===== config.mk =====
export PLATFORM = sky130hd
export DESIGN_NAME = seg_display_ctrl
export DESIGN_NICKNAME = d
export VERILOG_FILES = /design/src/rtl/seg_display_ctrl.sv
export SDC_FILE = /design/constraint.sdc
export NUM_CORES = 1
export LEC_CHECK = 0
export ABC_AREA = 0
export BUFFER_PORTS_ARGS = -buffer_cell sky130_fd_sc_hd__buf_2
export CAP_MARGIN = 0
export CELL_PAD_IN_SITES_DETAIL_PLACEMENT = 1
export CELL_PAD_IN_SITES_GLOBAL_PLACEMENT = 2
export CORE_UTILIZATION = 38
export CTS_CLUSTER_DIAMETER = 150
export DETAILED_ROUTE_END_ITERATION = 16
export GPL_TIMING_DRIVEN = 0
export PLACE_DENSITY = 0.86
export SLEW_MARGIN = 20
export SYNTH_ARGS = -nofsm -noshare
export SYNTH_HDL_FRONTEND = slang
export SYNTH_SLANG_ARGS = --single-unit

===== constraint.sdc =====
create_clock -name i_Clk -period 4.3 [get_ports i_Clk]
set_clock_uncertainty 0.05 [all_clocks]
set_input_delay 0.43 -clock i_Clk [delete_from_list [all_inputs] [get_ports i_Clk]]
set_output_delay 0.43 -clock i_Clk [all_outputs]
set_load 0.02 [all_outputs]

===== src/rtl/seg_display_ctrl.sv =====
// Binary-to-7-segment display controller: sequential double-dabble BCD conversion, one bit per clock.
// Optional macro SEG_LEADING_ZERO_BLANK_EN blanks zero digits above the most significant non-zero digit.
module seg_display_ctrl #(
  parameter int NUM_WIDTH = 32,
  parameter int DIGITS    = 4
) (
  input  logic                   i_Clk,
  input  logic                   i_Rst,
  input  logic [NUM_WIDTH-1:0]   i_Num,
  input  logic                   i_Valid,
  output logic                   o_Ready,
  output logic [7*DIGITS-1:0]    o_Hex,
  output logic                   o_Overflow,
  output logic                   o_Done
);

  localparam int BW = 4 * DIGITS;
  localparam int CW = $clog2(NUM_WIDTH);
  localparam logic [CW-1:0] LAST_BIT = CW'(NUM_WIDTH - 1);

  typedef enum logic [1:0] {IDLE, SHIFT, UPDATE} state_t;

  state_t                state_q, state_d;
  logic [CW-1:0]         cnt_q, cnt_d;
  logic [NUM_WIDTH-1:0]  shift_q, shift_d;
  logic [BW-1:0]         bcd_q, bcd_d;
  logic                  sticky_q, sticky_d;
  logic [7*DIGITS-1:0]   hex_q, hex_d;
  logic                  ovf_q, ovf_d;
  logic                  done_q, done_d;

  logic [BW-1:0]         bcd_adj;
  logic [7*DIGITS-1:0]   dec_hex;

  function automatic logic [6:0] seg_decode(input logic [3:0] nib);
    case (nib)
      4'd0:    seg_decode = 7'h40;
      4'd1:    seg_decode = 7'h79;
      4'd2:    seg_decode = 7'h24;
      4'd3:    seg_decode = 7'h30;
      4'd4:    seg_decode = 7'h19;
      4'd5:    seg_decode = 7'h12;
      4'd6:    seg_decode = 7'h02;
      4'd7:    seg_decode = 7'h78;
      4'd8:    seg_decode = 7'h00;
      4'd9:    seg_decode = 7'h10;
      default: seg_decode = 7'h7F;
    endcase
  endfunction

  genvar gi;
  generate
    for (gi = 0; gi < DIGITS; gi++) begin : g_digit
      assign bcd_adj[4*gi +: 4] = (bcd_q[4*gi +: 4] >= 4'd5) ? bcd_q[4*gi +: 4] + 4'd3
                                                             : bcd_q[4*gi +: 4];
`ifdef SEG_LEADING_ZERO_BLANK_EN
      // A digit is shown if it or any more significant digit is non-zero; digit 0 always shows.
      if (gi == 0) begin : g_lsd
        assign dec_hex[6:0] = seg_decode(bcd_q[3:0]);
      end else begin : g_upper
        assign dec_hex[7*gi +: 7] = (|bcd_q[BW-1:4*gi]) ? seg_decode(bcd_q[4*gi +: 4]) : 7'h7F;
      end
`else
      assign dec_hex[7*gi +: 7] = seg_decode(bcd_q[4*gi +: 4]);
`endif
    end
  endgenerate

  always_comb begin
    state_d  = state_q;
    cnt_d    = cnt_q;
    shift_d  = shift_q;
    bcd_d    = bcd_q;
    sticky_d = sticky_q;
    hex_d    = hex_q;
    ovf_d    = ovf_q;
    done_d   = 1'b0;
    case (state_q)
      IDLE: begin
        if (i_Valid) begin
          shift_d  = i_Num;
          bcd_d    = '0;
          sticky_d = 1'b0;
          cnt_d    = '0;
          state_d  = SHIFT;
        end
      end
      SHIFT: begin
        // The post-adjust top bit is the one shifted out, so it marks a value too large for DIGITS.
        {bcd_d, shift_d} = {bcd_adj[BW-2:0], shift_q, 1'b0};
        if (bcd_adj[BW-1]) sticky_d = 1'b1;
        cnt_d = cnt_q + 1'b1;
        if (cnt_q == LAST_BIT) state_d = UPDATE;
      end
      UPDATE: begin
        ovf_d   = sticky_q;
        hex_d   = sticky_q ? {DIGITS{7'h3F}} : dec_hex;
        done_d  = 1'b1;
        state_d = IDLE;
      end
      default: state_d = IDLE;
    endcase
  end

  always_ff @(posedge i_Clk) begin
    if (i_Rst) begin
      state_q  <= IDLE;
      cnt_q    <= '0;
      shift_q  <= '0;
      bcd_q    <= '0;
      sticky_q <= 1'b0;
      hex_q    <= {DIGITS{7'h7F}};
      ovf_q    <= 1'b0;
      done_q   <= 1'b0;
    end else begin
      state_q  <= state_d;
      cnt_q    <= cnt_d;
      shift_q  <= shift_d;
      bcd_q    <= bcd_d;
      sticky_q <= sticky_d;
      hex_q    <= hex_d;
      ovf_q    <= ovf_d;
      done_q   <= done_d;
    end
  end

  assign o_Ready    = (state_q == IDLE);
  assign o_Hex      = hex_q;
  assign o_Overflow = ovf_q;
  assign o_Done     = done_q;

endmodule


==> results.sh <==
export IMPL_powerDensity_nw_per_um2=415
export IMPL_yosysTopAreaCell="dfxtp_1"
export IMPL_cts_sinks=114
export IMPL_rsz0062_at_grt="no"
export IMPL_cp_num_buf_inv=2
export IMPL_routed_via_count=4767
export IMPL_synth_avg_cell_area_sq_um=8.38
export IMPL_wl_met1_mm=6.78
export IMPL_drt_iter0_drc=180
export IMPL_syn_num_nets=728
export IMPL_ios=66
export IMPL_max_stage_delay_ns=0.43
export IMPL_cts_root_buf="clkbuf_16"
export IMPL_ir_worst_vdd_v=0.000289
export IMPL_synth_ff_type="dfxtp_1"
export IMPL_rows=43
export IMPL_worst_slew_pin_slew_ns=0.733
export IMPL_synth_top_area_share=0.411
export IMPL_drv_slew=0
export IMPL_start_kind="flop"
export IMPL_worstSkewPairLatency_ns=0.43
export IMPL_highest_layer="met4"
export IMPL_syn_cell_area_sq_um=5550
export IMPL_drive_above_1_share=0.189
export IMPL_core_sq_um=14000
export IMPL_fp_dieH_um=123
export IMPL_fin_crit_sh=0.625
export IMPL_antenna_diode_count=0
export IMPL_synthTopCellsByCount="dfxtp_1, nor2_1, nand2_1"
export IMPL_dp_hpwl_mm=10.6
export IMPL_fin_hold_ws_ns=0.274
export IMPL_worstPathMaxFanout=9
export IMPL_cts_resized_gates=0
export IMPL_min_period_ns=2.69
export IMPL_setup_viol=0
export IMPL_netlist_top_cells_area="dfxtp_1, nor2_1, ha_1"
export IMPL_layout_nets=811
export IMPL_hold_violations=0
export IMPL_synth_edf_count=0
export IMPL_die_w_um=123
export IMPL_path_class="reg -> reg"
export IMPL_numCtsBuffers=17
export IMPL_timing_fmax_mhz=372
export IMPL_cts_hold_buf=0
export IMPL_cts_setup_buffers=0
export IMPL_tritoncts="done"
export IMPL_start_util=0.396
export IMPL_ctsLongestPathBuffers=2
export IMPL_critical_path_top_delay_family="compound AO/OA/AOI/OAI gates"
export IMPL_overflow=0
export IMPL_yosysMostFrequentCell="dfxtp_1"
export IMPL_dr_wl_met3_um=470
export IMPL_ys_seq_area_frac=0.411
export IMPL_grt_pass1_vias=4953
export IMPL_power_leakage_nw=3.06
export IMPL_gp_congestion=0.804
export IMPL_die_area_sq_um=15100
export IMPL_antenna_found_initial=0
export IMPL_grt_max_degree=17
export IMPL_wl_met2_mm=7.18
export IMPL_hp_class="in -> reg"
export IMPL_drtPass1Iterations=4
export IMPL_max_cap_viol_count=0
export IMPL_yosysWarnings=0
export IMPL_synth_seq_cells=114
export IMPL_synth_cell_types=56
export IMPL_drc_errors=0
export IMPL_via_per_inst=5.08
export IMPL_crit_path_end_kind="flop"
export IMPL_grtUsageTotal=0.210
export IMPL_grt_pass1_wl_mm=24.3
export IMPL_h_tree_depth=4
export IMPL_slowest_stage="a22oi_2"
export IMPL_wirelength_mm=14.6
export IMPL_wl_per_cell_um=15.5
export IMPL_io_buffers=64
export IMPL_placed_cells=907
export IMPL_syn_to_final_growth_pct=21.1
export IMPL_crit_arrival_ns=2.98
export IMPL_path_cells="inv_1, ha_1, nand2b_1, a21oi_4, xnor2_1, a22oi_2, inv_1, ha_1, nand3b_1, a21oi_1, a221oi_1, a31oi_1"
export IMPL_slew_headroom=0.512
export IMPL_clk_pin_slew_worst_paths_ns=0.05
export IMPL_outcome="finished, final reports clean"
export IMPL_syn_inst=663
export IMPL_async_flop_share=0
export IMPL_layout_cells_non_filler=938
export IMPL_required_ns=4.59
export IMPL_ant_nets=0
export IMPL_fin_tns_setup_ns=0
power by group:
part,leakage [nW],total [mW],internal [mW],switching [mW]
Sequential,0.929,1.11,1.09,0.0178
Combinational,1.82,0.188,0.0729,0.115
Clock,0.302,1.50,1.01,0.490
Total,3.06,2.79,2.17,0.622
cell families after synthesis:
kind of cell | Yosys count | synth area share
AO/OA/AOI/OAI | 127 | 0.179
XOR/XNOR | 8 | 0.0126
adder cells (fa/ha/maj) | 30 | 0.0676
buffers and inverters | 74 | 0.0599
flip-flops | 114 | 0.411
multiplexers | 7 | 0.0126
AND/OR/NAND/NOR | 303 | 0.257
worst register-to-register path, stage by stage, from the launching register on:
cell and delay (ns):
dfxtp_1 0.35, inv_1 0.08, ha_1 0.18, nand2b_1 0.17, a21oi_4 0.25, xnor2_1 0.11
a22oi_2 0.43, inv_1 0.16, ha_1 0.27, nand3b_1 0.16, a21oi_1 0.17, a221oi_1 0.07
a31oi_1 0.16
final cells by class:
cell class	instances	area (sq um)
sequential	114	2280
buffer	45	224
tap	180	225
fill	1677	7310
inverter	29	109
clock buffer	22	474
timing repair buffer	64	320
multi-input combinational	475	2940
clock inverter	9	154
layer usage:
metal  vias to the layer above  track usage
met3                        14       0.0447
met5                         -            0
met1                      2254        0.250
met2                        82        0.370
li1                       2417            -
met4                         0       0.0739
placed cells by master (no fill, tap or decap), types with 7 or more instances in the layout:
cell type / n
a21oi_1: 49
a22oi_1: 8
buf_2: 78
clkbuf_1: 24
clkbuf_16: 17
dfxtp_1: 114
ha_1: 30
inv_1: 25
mux2i_1: 7
nand2_1: 66
nand2b_1: 11
nand3_1: 28
nor2_1: 110
nor2b_1: 30
nor3_1: 35
nor3b_1: 8
sequential cells by signal (all words and copies together) (netlist names):
signal / cells
sticky_q: 1
o_Done: 1
dec_hex: 28
cnt_q: 5
o_Hex: 28
state_q: 2
o_Overflow: 1
shift_q: 32
bcd_q: 16
worst paths after layout:
check / startpoint / endpoint / slack, ns / cells after the start
worst max-delay path: bcd_q[5]$_SDFFE_PP0N_ / dec_hex[11]$_DFF_P_ / 1.61 / 12
worst min-delay path: i_Num[0] / shift_q[0]$_SDFFE_PP0N_ / 0.27 / 3
worst min register to register: dec_hex[2]$_DFF_P_ / o_Hex[2]$_SDFFE_PP1P_ / 0.39 / 2
worst max register to register: bcd_q[5]$_SDFFE_PP0N_ / dec_hex[11]$_DFF_P_ / 1.61 / 12
metrics by stage:
step	worst slack, ns	total power [mW]	instance area, sq um	utilization
finish	1.61	2.79	6730	0.479
global route	1.35	2.90	6730	0.479
CTS	1.61	2.82	6730	0.479
detailed placement	1.62	1.32	6100	0.434
global placement	1.67	1.31	6100	0.434
floorplan	2.01	1.25	5550	-
Power figures use the tool's default switching activity.
